### src/rtl/alu_arbiter_if.sv
// Purpose: bundles the requester, ALU and response signals of the shared-ALU arbiter.
// Latency: none, wiring only.
// Backpressure: request side is valid/ready; responses are always accepted.
interface alu_arbiter_if #(
    parameter int NUM_REQ = 4,
    parameter int XLEN    = 32,
    parameter int CTRL_W  = 4
);
    logic [NUM_REQ-1:0]        req_valid_i;
    logic [NUM_REQ-1:0]        req_ready_o;
    logic [NUM_REQ*CTRL_W-1:0] req_ctrl_i;
    logic [NUM_REQ-1:0]        req_invert_i;
    logic [NUM_REQ*XLEN-1:0]   req_a_i;
    logic [NUM_REQ*XLEN-1:0]   req_b_i;
    logic                      flush_i;
    logic                      alu_valid_o;
    logic [CTRL_W-1:0]         alu_ctrl_o;
    logic [XLEN-1:0]           alu_a_o;
    logic [XLEN-1:0]           alu_b_o;
    logic [XLEN-1:0]           alu_result_i;
    logic [NUM_REQ-1:0]        rsp_valid_o;
    logic [XLEN-1:0]           rsp_result_o;
    logic                      rsp_cond_o;

    // Arbiter side.
    modport slave (
        input  req_valid_i, req_ctrl_i, req_invert_i, req_a_i, req_b_i, flush_i, alu_result_i,
        output req_ready_o, alu_valid_o, alu_ctrl_o, alu_a_o, alu_b_o,
        output rsp_valid_o, rsp_result_o, rsp_cond_o
    );

    // Requesters plus ALU side.
    modport master (
        output req_valid_i, req_ctrl_i, req_invert_i, req_a_i, req_b_i, flush_i, alu_result_i,
        input  req_ready_o, alu_valid_o, alu_ctrl_o, alu_a_o, alu_b_o,
        input  rsp_valid_o, rsp_result_o, rsp_cond_o
    );
endinterface

### src/rtl/alu_arbiter.sv
// Purpose: round-robin share of one pipelined ALU among NUM_REQ requesters, tagged result return.
// Latency: grant at T, ALU issue at T+1, response at T+1+ALU_LATENCY.
// Backpressure: req_ready_o withheld while a requester has an op in flight or flush_i is high.
module alu_arbiter #(
    parameter int NUM_REQ     = 4,
    parameter int XLEN        = 32,
    parameter int CTRL_W      = 4,
    parameter int ALU_LATENCY = 2
) (
    input  logic          clk_i,
    input  logic          rst_ni,
    alu_arbiter_if.slave  bus
);
    localparam int IDW = (NUM_REQ > 1) ? $clog2(NUM_REQ) : 1;

    typedef struct packed {
        logic           vld;
        logic [IDW-1:0] id;
        logic           inv;
    } tag_t;

    logic [NUM_REQ-1:0] outstanding;
    logic [NUM_REQ-1:0] eligible;
    logic [NUM_REQ-1:0] grant;
    logic [NUM_REQ-1:0] rsp_clr;
    logic [IDW-1:0]     ptr;
    logic [IDW-1:0]     grant_id;
    logic               grant_vld;

    logic               iss_vld;
    logic [IDW-1:0]     iss_id;
    logic               iss_inv;
    logic [CTRL_W-1:0]  iss_ctrl;
    logic [XLEN-1:0]    iss_a;
    logic [XLEN-1:0]    iss_b;

    tag_t               tag_pipe [ALU_LATENCY];
    tag_t               tail;
    logic               rsp_fire;

    // Index base+off modulo NUM_REQ without relying on a power-of-two count.
    function automatic logic [IDW-1:0] wrap_idx(input logic [IDW-1:0] base, input int off);
        int s;
        s = int'(base) + off;
        if (s >= NUM_REQ) s = s - NUM_REQ;
        return IDW'(s);
    endfunction

    assign eligible = bus.req_valid_i & ~outstanding;
    assign tail     = tag_pipe[ALU_LATENCY-1];
    // A response landing in a flush cycle is dropped along with everything else in flight.
    assign rsp_fire = tail.vld & ~bus.flush_i;
    assign rsp_clr  = rsp_fire ? (NUM_REQ'(1) << tail.id) : '0;

    // Round-robin pick: first eligible requester scanning upward from ptr.
    always_comb begin
        grant_vld = 1'b0;
        grant_id  = '0;
        for (int k = 0; k < NUM_REQ; k++) begin
            if (!grant_vld && eligible[wrap_idx(ptr, k)]) begin
                grant_vld = 1'b1;
                grant_id  = wrap_idx(ptr, k);
            end
        end
        // Reset gating keeps every output low while rst_ni is asserted.
        if (bus.flush_i || !rst_ni) grant_vld = 1'b0;
        grant = grant_vld ? (NUM_REQ'(1) << grant_id) : '0;
    end

    // Pointer and per-requester in-flight bookkeeping.
    always_ff @(posedge clk_i or negedge rst_ni) begin
        if (!rst_ni) begin
            ptr         <= '0;
            outstanding <= '0;
        end else if (bus.flush_i) begin
            outstanding <= '0;
        end else begin
            // Clear takes effect next cycle, so a requester cannot be regranted in its own response cycle.
            outstanding <= (outstanding & ~rsp_clr) | grant;
            if (grant_vld) ptr <= wrap_idx(grant_id, 1);
        end
    end

    // Issue registers feeding the ALU; idle cycles drive control 0, operands hold.
    always_ff @(posedge clk_i or negedge rst_ni) begin
        if (!rst_ni) begin
            iss_vld  <= 1'b0;
            iss_id   <= '0;
            iss_inv  <= 1'b0;
            iss_ctrl <= '0;
            iss_a    <= '0;
            iss_b    <= '0;
        end else begin
            iss_vld <= grant_vld;
            iss_id  <= grant_id;
            iss_inv <= bus.req_invert_i[grant_id];
            if (grant_vld) begin
                iss_ctrl <= bus.req_ctrl_i[int'(grant_id)*CTRL_W +: CTRL_W];
                iss_a    <= bus.req_a_i[int'(grant_id)*XLEN +: XLEN];
                iss_b    <= bus.req_b_i[int'(grant_id)*XLEN +: XLEN];
            end else begin
                iss_ctrl <= '0;
            end
        end
    end

    // Tag shift register tracking the ALU pipeline; its tail lines up with alu_result_i.
    always_ff @(posedge clk_i or negedge rst_ni) begin
        if (!rst_ni) begin
            for (int k = 0; k < ALU_LATENCY; k++) tag_pipe[k] <= '0;
        end else if (bus.flush_i) begin
            for (int k = 0; k < ALU_LATENCY; k++) tag_pipe[k] <= '0;
        end else begin
            tag_pipe[0] <= '{vld: iss_vld, id: iss_id, inv: iss_inv};
            for (int k = 1; k < ALU_LATENCY; k++) tag_pipe[k] <= tag_pipe[k-1];
        end
    end

    assign bus.req_ready_o  = grant;
    assign bus.alu_valid_o  = iss_vld;
    assign bus.alu_ctrl_o   = iss_ctrl;
    assign bus.alu_a_o      = iss_a;
    assign bus.alu_b_o      = iss_b;
    assign bus.rsp_valid_o  = rsp_clr;
    assign bus.rsp_result_o = rsp_fire ? bus.alu_result_i : '0;
    assign bus.rsp_cond_o   = rsp_fire & (bus.alu_result_i[0] ^ tail.inv);
endmodule

### src/flat_wrapper.sv
// flat-port wrapper written by rule: the top's interface ports become plain ports
module alu_arbiter_flat 
#(
    parameter int NUM_REQ     = 4,
    parameter int XLEN        = 32,
    parameter int CTRL_W      = 4,
    parameter int ALU_LATENCY = 2
)
  (clk_i, rst_ni, bus_req_valid_i, bus_req_ctrl_i, bus_req_invert_i, bus_req_a_i, bus_req_b_i, bus_flush_i, bus_alu_result_i, bus_req_ready_o, bus_alu_valid_o, bus_alu_ctrl_o, bus_alu_a_o, bus_alu_b_o, bus_rsp_valid_o, bus_rsp_result_o, bus_rsp_cond_o);
  alu_arbiter_if #(.NUM_REQ(NUM_REQ), .XLEN(XLEN), .CTRL_W(CTRL_W)) bus_i ();
  input  logic clk_i;
  input  logic rst_ni;
  input wire logic [$bits(bus_i.req_valid_i)-1:0] bus_req_valid_i;
  input wire logic [$bits(bus_i.req_ctrl_i)-1:0] bus_req_ctrl_i;
  input wire logic [$bits(bus_i.req_invert_i)-1:0] bus_req_invert_i;
  input wire logic [$bits(bus_i.req_a_i)-1:0] bus_req_a_i;
  input wire logic [$bits(bus_i.req_b_i)-1:0] bus_req_b_i;
  input wire logic [$bits(bus_i.flush_i)-1:0] bus_flush_i;
  input wire logic [$bits(bus_i.alu_result_i)-1:0] bus_alu_result_i;
  output wire logic [$bits(bus_i.req_ready_o)-1:0] bus_req_ready_o;
  output wire logic [$bits(bus_i.alu_valid_o)-1:0] bus_alu_valid_o;
  output wire logic [$bits(bus_i.alu_ctrl_o)-1:0] bus_alu_ctrl_o;
  output wire logic [$bits(bus_i.alu_a_o)-1:0] bus_alu_a_o;
  output wire logic [$bits(bus_i.alu_b_o)-1:0] bus_alu_b_o;
  output wire logic [$bits(bus_i.rsp_valid_o)-1:0] bus_rsp_valid_o;
  output wire logic [$bits(bus_i.rsp_result_o)-1:0] bus_rsp_result_o;
  output wire logic [$bits(bus_i.rsp_cond_o)-1:0] bus_rsp_cond_o;
  assign bus_i.req_valid_i = bus_req_valid_i;
  assign bus_i.req_ctrl_i = bus_req_ctrl_i;
  assign bus_i.req_invert_i = bus_req_invert_i;
  assign bus_i.req_a_i = bus_req_a_i;
  assign bus_i.req_b_i = bus_req_b_i;
  assign bus_i.flush_i = bus_flush_i;
  assign bus_i.alu_result_i = bus_alu_result_i;
  assign bus_req_ready_o = bus_i.req_ready_o;
  assign bus_alu_valid_o = bus_i.alu_valid_o;
  assign bus_alu_ctrl_o = bus_i.alu_ctrl_o;
  assign bus_alu_a_o = bus_i.alu_a_o;
  assign bus_alu_b_o = bus_i.alu_b_o;
  assign bus_rsp_valid_o = bus_i.rsp_valid_o;
  assign bus_rsp_result_o = bus_i.rsp_result_o;
  assign bus_rsp_cond_o = bus_i.rsp_cond_o;
  alu_arbiter #(.NUM_REQ(NUM_REQ), .XLEN(XLEN), .CTRL_W(CTRL_W), .ALU_LATENCY(ALU_LATENCY)) u_core (.clk_i(clk_i), .rst_ni(rst_ni), .bus(bus_i));
endmodule
### config.mk
export PLATFORM = sky130hd
export DESIGN_NAME = alu_arbiter_flat
export DESIGN_NICKNAME = d
export VERILOG_FILES = /design/src/rtl/alu_arbiter_if.sv /design/src/rtl/alu_arbiter.sv /design/src/flat_wrapper.sv
export SDC_FILE = /design/constraint.sdc
export NUM_CORES = 1
export LEC_CHECK = 0
export BUFFER_PORTS_ARGS = -buffer_cell sky130_fd_sc_hd__buf_2
export CAP_MARGIN = 10
export CORE_AREA = 2 2 166 168
export CTS_BUF_LIST = sky130_fd_sc_hd__clkbuf_8
export CTS_CLUSTER_SIZE = 28
export DETAILED_ROUTE_END_ITERATION = 8
export DIE_AREA = 0 0 168 170
export GPL_ROUTABILITY_DRIVEN = 1
export PLACE_DENSITY = 0.54
export SLEW_MARGIN = 5
export SYNTH_ARGS = -nofsm -noshare
export SYNTH_HDL_FRONTEND = slang
export SYNTH_SLANG_ARGS = --single-unit
export TNS_END_PERCENT = 5
### constraint.sdc
create_clock -name clk_i -period 4.3 [get_ports clk_i]
set_input_delay 0.645 -clock clk_i [delete_from_list [all_inputs] [get_ports clk_i]]
set_output_delay 0.645 -clock clk_i [all_outputs]
set_load 0.005 [all_outputs]
# Yosys cells after proc, flatten, opt, wreduce, memory -nomap -nowiden
# Cells that the tools add are included.
[word_totals]
register_bits = 86
elab_cells = 86
[op_classes]
n_mux = 30
n_shift = 5
n_bitwise = 9
n_reduce_logical = 9
order_cmp = 10
addsub = 9
[op_table]
columns = ["operator", "count"]
rows = [
  ["indexed part select 128 x 8 -> 32 bit", 2],
  ["2-to-1 mux 32 bit", 1],
  ["2-to-1 mux 2 bit", 9],
  ["2-to-1 mux 4 bit", 4],
  ["indexed part select 16 x 5 -> 4 bit", 1],
  ["< comparator 2 x 3 -> 1 bit (second input constant)", 5],
  [">= comparator 3 bit (second input constant)", 4],
  ["binary-select mux 1 bit (select 2 bit)", 5],
  ["2-to-1 mux 1 bit", 10],
  ["subtractor 2 x 1 -> 2 bit (second input constant)", 5],
  ["bitwise AND 4 bit", 2],
  ["2-to-1 mux 8 bit", 1],
  ["NOT 4 bit", 2],
  ["<< shifter 1 x 2 -> 4 bit (first input constant)", 2],
  ["adder 2 x 1 -> 3 bit (second input constant)", 2],
  ["adder 2 x 2 -> 3 bit (second input constant)", 2],
  ["zero test 1 bit", 4],
  ["bitwise OR 4 bit", 1],
  [">= comparator 2 x 3 -> 1 bit (second input constant)", 1],
  ["logical AND 1 bit", 3],
  ["bitwise AND 1 bit", 2],
  ["AND reduction 2 bit", 1],
  ["logical OR 1 bit", 1],
  ["NOT 1 bit", 1],
  ["XOR 1 bit", 1],
]

# Depth between registers and ports, before layout
# Gate-level depths: netlist of the first run.
[depth]
ltp_word = 18
mapped_depth = 8

# Least setup slack after synthesis of the first run
# No wires, ideal clock.
[synth_timing]
path_type = "input port to output port"
start = "input bus_req_valid_i[1]"
end = "output bus_req_ready_o[0]"
t_arrival_ns = 1.730
setup_slack_ns = 1.925
path_buffers = 1
t_required_ns = 3.655
stages = 6
cell_sequence = "or3b_1 > a31oi_2 > buf_4 > nand2_2 > nand2_1 > nor2_1"
[synth_via]
elab_chain_cells = 15
word_cells_on_any_way = 26
[synth_rtl]
columns = ["element", "line_no", "rtl"]
rows = [
  ["from (decl)", "flat_wrapper.sv:13", "input wire logic [$bits(bus_i.req_valid_i)-1:0] bus_req_valid_i;"],
  ["bitwise AND 4 bit *", "alu_arbiter.sv:49", "assign eligible = bus.req_valid_i & ~outstanding;"],
  ["binary-select mux 1 bit (select 2 bit)", "alu_arbiter.sv:60", "if (!grant_vld && eligible[wrap_idx(ptr, k)]) begin"],
  ["2-to-1 mux 1 bit (implied by the code)", "alu_arbiter.sv:60", ""],
  ["2-to-1 mux 1 bit", "alu_arbiter.sv:60", ""],
  ["zero test 1 bit", "alu_arbiter.sv:60", ""],
  ["logical AND 1 bit", "alu_arbiter.sv:60", ""],
  ["2-to-1 mux 1 bit", "alu_arbiter.sv:60", ""],
  ["zero test 1 bit", "alu_arbiter.sv:60", ""],
  ["logical AND 1 bit", "alu_arbiter.sv:60", ""],
  ["2-to-1 mux 1 bit", "alu_arbiter.sv:60", ""],
  ["zero test 1 bit", "alu_arbiter.sv:60", ""],
  ["logical AND 1 bit", "alu_arbiter.sv:60", ""],
  ["2-to-1 mux 2 bit or 2-to-1 mux 1 bit (tied branches)", "alu_arbiter.sv:60", ""],
  ["<< shifter 1 x 2 -> 4 bit or 2-to-1 mux 1 bit (tied branches)", "alu_arbiter.sv:67, alu_arbiter.sv:66", ""],
  ["2-to-1 mux 4 bit *", "alu_arbiter.sv:67", "grant = grant_vld ? (NUM_REQ'(1) << grant_id) : '0;"],
  ["to (decl)", "flat_wrapper.sv:20", "output wire logic [$bits(bus_i.req_ready_o)-1:0] bus_req_ready_o;"],
]
# Mark *: on every way between the ends. The rest lies on a longest branch, timed or not. The select of a mux whose other input is x is not followed.

# Final worst setup path of the first run
[layout_timing]
start = "register u_core.ptr[1]"
end = "output bus_req_ready_o[2]"
[layout_via]
elab_chain_cells = 16
word_cells_on_any_way = 40
[layout_rtl]
columns = ["element", "line_no", "rtl"]
rows = [
  ["from (decl)", "alu_arbiter.sv:26", "logic [IDW-1:0] ptr;"],
  ["from (signal assigned)", "alu_arbiter.sv:80", "if (grant_vld) ptr <= wrap_idx(grant_id, 1);"],
  ["branches (longest 15 deep; another with adder 2 x 1 -> 3 bit)", "n/a", ""],
  ["2-to-1 mux 4 bit *", "alu_arbiter.sv:67", ""],
]
# Every way passes the cells marked *. The select of a mux whose other input is x is not followed.

==> flow_summary.toml, run 1 <==
[run_status]
status = "finished, final reports clean"

[power_and_ir_drop]
clkPwrFrac_pct = 16.8
p_seq_share_pct = 35.2
total_power_mw = 3.42
p_switching_mw = 1.44
p_comb_share_pct = 48.0
p_sw_share_pct = 42.1
powerDensity_mw_per_mm2 = 424
power_leakage_nw = 3.88
intPower_mw = 1.98
irDropWorstVdd_mv = 0.211

[die]
rows = 60
ios = 425
start_util_pct = 20.6
dieArea_mm2 = 0.0286
die_y_um = 170
die_w_um = 168
core_mm2 = 0.0267

[routing]
first_iter_violations = 387
dr_wl_met3_mm = 1.82
vias = 6614
dr_wl_met2_mm = 12.3
top_layer_used = "met4"
wl_met1_mm = 10.4
routed_wl_mm = 25.0
vias_per_cell = 4.94
drcViolationCount = 0
avgRoutedWirePerCell_um = 18.6
first_pass_iters = 5
postRouteAntennaNets = 0

[grt]
grt_pass1_wl_mm = 36.7
antenna_found_initial = 2
first_global_vias = 6340
grt_max_degree = 71
grt_overflow = 0
grt.total_usage_pct = 16.7

[timing]
skew_ns = 0.0108
fin_crit_ns = 3.09
drv_slew = 0
setup_violations = 0
finalHoldViolCount = 0
slew_headroom_pct = 25.9
layout_worst_path_cycle_share_pct = 71.9
setup_tns_ns = 0
fmaxAchievable_mhz = 323
worst_pin_slew_ns = 1.11
grt_setup_unrepaired = "no"

[synth]
postSynthNetCount = 924
ys_seq_area_share_pct = 39.2
async_flop_share_pct = 100
syn_area_mm2 = 0.00549
synth_flop_cell = "dfrtp_1"
syn_avg_cell_area_um2 = 9.02
synth_edf_count = 0
ys_ff_latch = 86
ys_types = 51
netlist_instances = 609
yosysWarnings = 0

[critical_path]
critPathArrivalTime_ns = 2.45
cp-start-kind = "flop"
path_class = "flop to output port"
required_ns = 3.65
critPathCaptureType = "output port"
critPathMaxFanout = 53

[placed_design]
hpwl_mm = 18.4
postPlaceCellArea_mm2 = 0.00786
gp_congestion = 0.790
io_buffers = 424

[cells_and_area]
drive_gt1_share_pct = 47.1
stdcell_area_mm2 = 0.00805
finalCoreUtilization_pct = 30.2
area_delta_synth_final_pct = 46.5
nets = 1307

[clock_tree]
path_clk_slew_ns = 0.10
postCtsSetupBuffers = 0
cts_root_buffer = "clkbuf_8"
cts.path.max_buffers = 2
clk_latency_ns = 0.38
cts_made_buffers = 9
cts_tree = "built"
htreeDepth = 3
cts_sinks = 86
cts_resized = 0
holdBufCountCts = 0

[min_path]
hold_path.class = "input pin to async pin"

[job]
cap_violations = 0
-- layout by cell type (no fill, tap or decap), types with 3 or more instances in the layout --
cell,n
dfrtp_1,86
a21oi_1,67
inv_1,5
nor2b_1,11
o21ai_0,58
nor3_1,3
buf_4,15
o22ai_1,4
o22a_1,51
buf_2,423
a22oi_1,4
nand2_1,10
nand2b_1,3
and2_1,34
a21o_1,13
a221o_1,51
nand3_1,64
clkbuf_8,11
nand2_2,3
clkinvlp_4,3
a221oi_1,13
nor2_1,18
mux2i_1,4
o21ai_1,9
-- path summary, 6_finish.rpt --
kind                            cells after the start                            endpoint                        from  slack (ns)
max in group asynchronous                           3  u_core.bus.alu_a_o[23]$_DFFE_PN0P_                      rst_ni        2.84
worst min-delay path                                2   u_core.bus.alu_a_o[0]$_DFFE_PN0P_                      rst_ni        0.37
worst min register to register                      1        u_core.tag_pipe[5]$_DFF_PN0_  u_core.iss_id[0]$_DFF_PN0_        0.47
worst max register to register                      6   u_core.bus.alu_a_o[0]$_DFFE_PN0P_   u_core.ptr[1]$_DFFE_PN0P_        1.68
min in group clk_i                                  1        u_core.tag_pipe[5]$_DFF_PN0_  u_core.iss_id[0]$_DFF_PN0_        0.47
worst max-delay path                                6                  bus_req_ready_o[2]   u_core.ptr[1]$_DFFE_PN0P_        1.21
-- registers in the layout, summed over array words and instances, names as in the netlist --
register and count:
u_core.bus.alu_b_o 32, u_core.ptr 2, u_core.outstanding 4, u_core.tag_pipe 8, u_core.bus.alu_ctrl_o 4, u_core.bus.alu_a_o 32, u_core.bus.alu_valid_o 1, u_core.iss_inv 1
u_core.iss_id 2
-- stage by stage --
stage	cells	hold WS, ns	setup WS [ns]
after floorplan	609	0.349	1.93
after global routing	1339	0.385	0.943
after detailed placement	1322	0.446	1.33
after global placement	1322	0.447	1.35
final	1340	0.371	1.21
after CTS	1338	0.359	1.10
-- final cells by class --
cell class / count / area (µm²)
Antenna cell: 2 / 5.00
Clock inverter: 5 / 35.0
Timing Repair Buffer: 438 / 2230
Clock buffer: 11 / 151
Tap cell: 341 / 427
Inverter: 7 / 26.3
Sequential cell: 86 / 2150
Multi-Input combinational cell: 450 / 3020
Fill cell: 2893 / 18600
-- critical path: stages (launching register included) --
cell     delay, ns
dfrtp_1       0.54
or3b_1        0.49
nor2b_1       0.17
nand2_2       0.09
buf_4         0.51
nor2_1        0.11
buf_2         0.15
-- routing by layer --
metal	GRT usage, %	vias up
met5	0	-
met4	5.56	0
met3	3.40	31
met2	28.1	327
met1	21.3	3148
li1	-	3108
-- power by group through the flow --
stage               combinational [mW]  clock [mW]  sequential (mW)
global placement                  1.65           0             1.21
floorplan                        0.973           0             1.21
CTS                               1.66       0.607             1.20
global route                      1.81       0.635             1.23
finish                            1.64       0.575             1.20
detailed placement                1.66           0             1.21
-- synthesized netlist by cell type, drive strengths merged (6+ instances only) --
master | number | area share (%)
a21o | 13 | 1.8
a21oi | 67 | 6.1
a221o | 51 | 9.3
a221oi | 13 | 2.1
and2 | 34 | 3.9
buf | 25 | 3.2
clkbuf | 41 | 2.8
dfrtp | 86 | 39
inv | 6 | 0.41
nand2 | 13 | 1.0
nand3 | 64 | 5.8
nor2 | 18 | 1.2
nor2b | 12 | 1.5
o21ai | 68 | 6.2
o22a | 51 | 8.1
-- kinds of logic (layout without fill, tap and decap cells) --
| logic type | after synthesis | after routing | synth area share (%) |
|---|---|---|---|
| AO/OA/AOI/OAI | 288 | 288 | 37.7 |
| AND/OR/NAND/NOR | 157 | 157 | 15.8 |
| flip-flops | 86 | 86 | 39.2 |
| buffers and inverters | 73 | 461 | 6.47 |
| multiplexers | 4 | 4 | 0.729 |
| XOR/XNOR | 1 | 1 | 0.159 |
| other | 0 | 2 | 0 |
Power figures use the tool's default switching activity.
==> run 2, diff against run 1 <==
- ABC_AREA: unset -> 1
- CORE_AREA: 2 2 166 168 -> 2 2 167 169
- DIE_AREA: 0 0 168 170 -> 0 0 169 171
- PLACE_DENSITY: 0.54 -> 0.58
- clock period: 4.3 -> 3.2 ns (I/O delays scaled with it)
==> run 2 against run 1 <==
  * Via count increased by 27%
  * Critical path depth increased by 7
  * Worst setup slack got worse by 0.94 ns
  * Area after synthesis increased by 19%
  * Utilization increased by 3.3 points
  * Routed wire length increased by 8.4%
  * Largest cell class unchanged
  * Highest routed layer is now met5
==> flow_summary.toml, run 2 <==
[timing]
layout_worst_path_cycle_share_pct = 91.5
fmaxAchievable_mhz = 341
skew_ns = 0.0140
setup_violations = 0
hold_slack_ns = 0.347
worst_pin_slew_ns = 0.941
setup_tns_ns = 0
fin_crit_ns = 2.93
setup_ws_ns = 0.271
finalHoldViolCount = 0
slew_headroom_pct = 37.3
drv_slew = 0
grt_setup_unrepaired = "no"

[synth]
synth_area_leader_cell = "nand2_1"
synth_top_cell_area_share_pct = 40.0
ys_ff_latch = 86
syn_area_mm2 = 0.00654
ys_top_cells_by_count = "nand2_1 (696), nand3_1 (151), dfrtp_1 (86)"
yosysWarnings = 0
syn_avg_cell_area_um2 = 5.73
synthMostInstantiatedCell = "nand2_1"
synth_area_leaders = "nand2_1 (40%), dfrtp_1 (33%), nand3_1 (12%), buf_2 (3.1%), inv_1 (2.9%)"
netlist_instances = 1140
async_flop_share_pct = 100
ys_seq_area_share_pct = 32.9
synth_flop_cell = "dfrtp_1"
ys_types = 27
synth_edf_count = 0
postSynthNetCount = 1455

[routing]
vias_per_cell = 4.50
routed_wl_mm = 27.1
postRouteAntennaNets = 0
vias = 8387
drcViolationCount = 0
first_pass_iters = 6
first_iter_violations = 513
avgRoutedWirePerCell_um = 14.5

[critical_path]
path_class = "flop to output port"
critPathCaptureType = "output port"
critPathMaxFanout = 15
critPathArrivalTime_ns = 2.45
required_ns = 2.72
cp-start-kind = "flop"

[cells_and_area]
stdcell_area_mm2 = 0.00914
fillCellCount = 3078
multi_input_area_mm2 = 0.00379
diodes = 0
nets = 1829
seq_area_mm2 = 0.00215
drive_gt1_share_pct = 31.0
finalCoreUtilization_pct = 33.5
finalNonFillerCells = 1865
final_common_cell = "nand2_1"
mostFrequentLayoutCells = "nand2_1 (696), buf_2 (423), nand3_1 (150)"
area_delta_synth_final_pct = 39.8

[clock_tree]
htreeDepth = 3
cts_sinks = 86
cts_root_buffer = "clkbuf_8"
cts_tree = "built"
cts_made_buffers = 9
cts.path.max_buffers = 2
path_clk_slew_ns = 0.10
clk_latency_ns = 0.37

[die]
ios = 425
die_y_um = 171
die_w_um = 169
core_mm2 = 0.0273
rows = 61
start_util_pct = 23.9
dieArea_mm2 = 0.0289

[placed_design]
postPlaceCellArea_mm2 = 0.00885
hpwl_mm = 19.6
gp_congestion = 0.868
dp_cells = 1846
pre_cts_ws_ns = 0.428
io_buffers = 424

[grt]
first_global_vias = 7477
grt.total_usage_pct = 17.5
grt_pass1_wl_mm = 40.0
grt_max_degree = 133
grt_overflow = 0
antenna_found_initial = 2

[power_and_ir_drop]
powerDensity_mw_per_mm2 = 1230
irDropWorstVdd_mv = 1.02
power_leakage_nw = 5.95
total_power_mw = 11.2

[run_status]
status = "finished, final reports clean"

[min_path]
hold_path.class = "input pin to flop"

[job]
cap_violations = 0
[run 2: cell count changes in the layout (fill, tap and decap cells not counted), sizes merged, moves of 12 or more]
cell | previous run | this run
a21o | 13 | 0
nor2b | 12 | 0
and2 | 34 | 0
a221oi | 13 | 0
a21oi | 67 | 5
a221o | 51 | 0
inv | 7 | 58
o22a | 51 | 0
nand3 | 64 | 153
nor2 | 18 | 48
o21ai | 68 | 1
nand2 | 13 | 700
[run 2: layer usage]
layer	vias up	part of all wire [%]	track usage, %
li1	4236	-	-
met1	3806	43	22.9
met2	308	49	29.7
met3	35	6.3	3.49
met4	2	1.5	4.38
met5	-	0.048	0
[run 2: where the power goes]
group          switching, mW  internal (mW)  total, mW
combinational           5.68           2.70       8.38
clock                  0.476          0.530       1.01
sequential             0.256           1.56       1.81
[run 2: kinds of logic (layout without fill, tap and decap cells)]
kind of cell    count (synthesis)  count (layout)  share of synthesized area (%)
flops                          86              86                           32.9
compound gates                 12              12                           1.24
xor+xnor                        1               1                          0.134
buf+inv                       132             510                           9.82
simple gates                  909             910                           55.9
[run 2: what timing repair did]
| item | CTS | global route |
|---|---|---|
| endpoints found under the setup margin | 1 | 3 |
| pin swaps | 0 | 1 |
| resized for setup | 1 | 2 |
| setup buffers | 0 | 1 |
| cloned | 0 | 1 |
| endpoints found under the hold margin | 17 | 0 |
| hold buffers | 1 | 0 |
[run 2: path summary, 6_finish.rpt]
kind	end	slack, ns	startpoint	cells after the start
min in group asynchronous	u_core.bus.alu_a_o[8]$_DFFE_PN0P_	0.58	rst_ni	2
worst max register to register	u_core.bus.alu_b_o[28]$_DFFE_PN0P_	0.55	u_core.ptr[0]$_DFFE_PN0P_	15
worst min-delay path	u_core.iss_inv$_DFF_PN0_	0.35	bus_req_invert_i[1]	3
worst max-delay path	bus_req_ready_o[1]	0.27	u_core.ptr[0]$_DFFE_PN0P_	13
max in group asynchronous	u_core.bus.alu_b_o[9]$_DFFE_PN0P_	1.34	rst_ni	3
worst min register to register	u_core.tag_pipe[6]$_DFF_PN0_	0.46	u_core.iss_id[1]$_DFF_PN0_	2
[run 2: critical path, cell delays in order, from the launching register on]
cell and delay (ns):
dfrtp_2 0.51, inv_4 0.12, nand2_1 0.05, nand2_1 0.16
nand3_1 0.12, nand2_2 0.14, nor2_2 0.08, nor2_1 0.18
nand2_4 0.09, nand2_4 0.21, nor2_1 0.10, nand2_1 0.13
inv_1 0.06, buf_2 0.13
[run 2: area by class of cell]
cell class,instances,share of cell area (%)
Clock inverter,7,1.38
Sequential cell,86,23.6
Timing Repair Buffer,439,25.2
Inverter,55,2.29
Clock buffer,9,1.36
Multi-Input combinational cell,923,41.5
Tap cell,346,4.74
==> run 3, diff against run 2 <==
- CORE_AREA: 2 2 167 169 -> 3 3 164 166
- DIE_AREA: 0 0 169 171 -> 0 0 167 169
- PLACE_DENSITY: 0.58 -> 0.6
==> run 3 against run 2 <==
  * Critical path depth unchanged
  * Sequential power about the same
  * Worst setup slack got worse by 0.0057 ns
  * Largest cell class unchanged
  * Register-to-register slack about the same
==> flow_summary.toml, run 3 (synthesis results as in run 2) <==
[clock_tree]
htreeDepth = 3
cts_root_buffer = "clkbuf_8"
holdBufCountCts = 0
cts_made_buffers = 9
cts_sinks = 86
clk_latency_ns = 0.37
path_clk_slew_ns = 0.10
cts_tree = "built"
cts.path.max_buffers = 2

[cells_and_area]
diodes = 0
mostFrequentLayoutCells = "nand2_1 (696), buf_2 (423), nand3_1 (150)"
final_common_cell = "nand2_1"
drive_gt1_share_pct = 30.8
stdcell_area_mm2 = 0.00902
nets = 1828
finalCoreUtilization_pct = 35.0
area_delta_synth_final_pct = 38.0

[routing]
postRouteAntennaNets = 0
first_iter_violations = 478
drcViolationCount = 0
vias_per_cell = 4.51
avgRoutedWirePerCell_um = 14.9
vias = 8353
first_pass_iters = 7
routed_wl_mm = 27.6

[timing]
worst_pin_slew_ns = 0.797
setup_tns_ns = 0
hold_slack_ns = 0.149
slew_headroom_pct = 46.9
layout_worst_path_cycle_share_pct = 91.7
skew_ns = 0.0184
finalHoldViolCount = 0
fin_crit_ns = 2.93
setup_violations = 0
fmaxAchievable_mhz = 341
setup_ws_ns = 0.265
grt_setup_unrepaired = "no"
drv_slew = 0

[placed_design]
pre_cts_ws_ns = 0.578
io_buffers = 424
gp_congestion = 0.869
postPlaceCellArea_mm2 = 0.00883
hpwl_mm = 20.2

[die]
ios = 425
start_util_pct = 25.4
die_y_um = 169
rows = 59
dieArea_mm2 = 0.0282
core_mm2 = 0.0258
die_w_um = 167

[grt]
antenna_found_initial = 0
grt_max_degree = 133
grt_overflow = 0
grt.total_usage_pct = 18.6
first_global_vias = 7728
grt_pass1_wl_mm = 42.2

[run_status]
status = "finished, final reports clean"

[power_and_ir_drop]
irDropWorstVdd_mv = 0.795
power_leakage_nw = 5.91
powerDensity_mw_per_mm2 = 1190

[min_path]
hold_path.class = "input pin to async pin"

[critical_path]
critPathArrivalTime_ns = 2.45
critPathCaptureType = "output port"
cp-start-kind = "flop"
critPathMaxFanout = 26
path_class = "flop to output port"
required_ns = 2.72

[job]
cap_violations = 0
run 3: path summary, 6_finish.rpt:
kind | endpoint | cells after the start | startpoint | slack [ns]
worst max-delay path | bus_req_ready_o[3] | 13 | u_core.ptr[1]$_DFFE_PN0P_ | 0.27
worst min-delay path | u_core.bus.alu_b_o[13]$_DFFE_PN0P_ | 2 | rst_ni | 0.15
max in group asynchronous | u_core.ptr[0]$_DFFE_PN0P_ | 3 | rst_ni | 1.86
worst max register to register | u_core.bus.alu_a_o[26]$_DFFE_PN0P_ | 16 | u_core.ptr[1]$_DFFE_PN0P_ | 0.55
worst min register to register | u_core.tag_pipe[6]$_DFF_PN0_ | 2 | u_core.iss_id[1]$_DFF_PN0_ | 0.46
min in group clk_i | u_core.iss_inv$_DFF_PN0_ | 3 | bus_req_invert_i[1] | 0.37
run 3: area by class of cell:
type	instances	area, µm²
Clock buffer	9	124
Clock inverter	7	65.1
Fill cell	2876	16700
Inverter	55	209
Multi-Input combinational cell	922	3770
Sequential cell	86	2150
Tap cell	335	419
Timing Repair Buffer	439	2280
run 3: routing by layer:
| layer | vias up | routed length [µm] | global-route usage (%) |
|---|---|---|---|
| met1 | 3789 | 11900 | 24.9 |
| li1 | 4231 | - | - |
| met3 | 35 | 1670 | 2.90 |
| met4 | 0 | 564 | 5.13 |
| met2 | 298 | 13400 | 31.1 |
| met5 | - | 0 | 0 |
run 3: repair_timing:
item / CTS / global route
setup endpoints to repair: 0 / 1
resized for setup: 0 / 2
buffers inserted: 0 / 0
run 3: where the power goes:
part	total [mW]	switching (mW)	internal [mW]	leakage [nW]
Clock	0.775	0.418	0.358	0.106
Sequential	1.83	0.269	1.56	1.10
Combinational	8.16	5.56	2.60	4.70
Total	10.8	6.25	4.52	5.91
run 3: per-stage QoR:
step,total power [mW],cells
floorplan,7.99,1140
global placement,10.0,1837
global route,12.2,1853
finish,10.8,1853
CTS,10.9,1853
detailed placement,10.1,1837
run 3: critical path: stages (launching register included):
cell	delay (ns)
dfrtp_1	0.48
inv_2	0.18
nand2_1	0.07
nand2_1	0.11
nand3_1	0.11
nand2_2	0.14
nand2_1	0.08
nor2_1	0.08
nand3_1	0.14
nand3_4	0.14
buf_6	0.23
nand2_1	0.11
nor2_1	0.09
buf_2	0.11
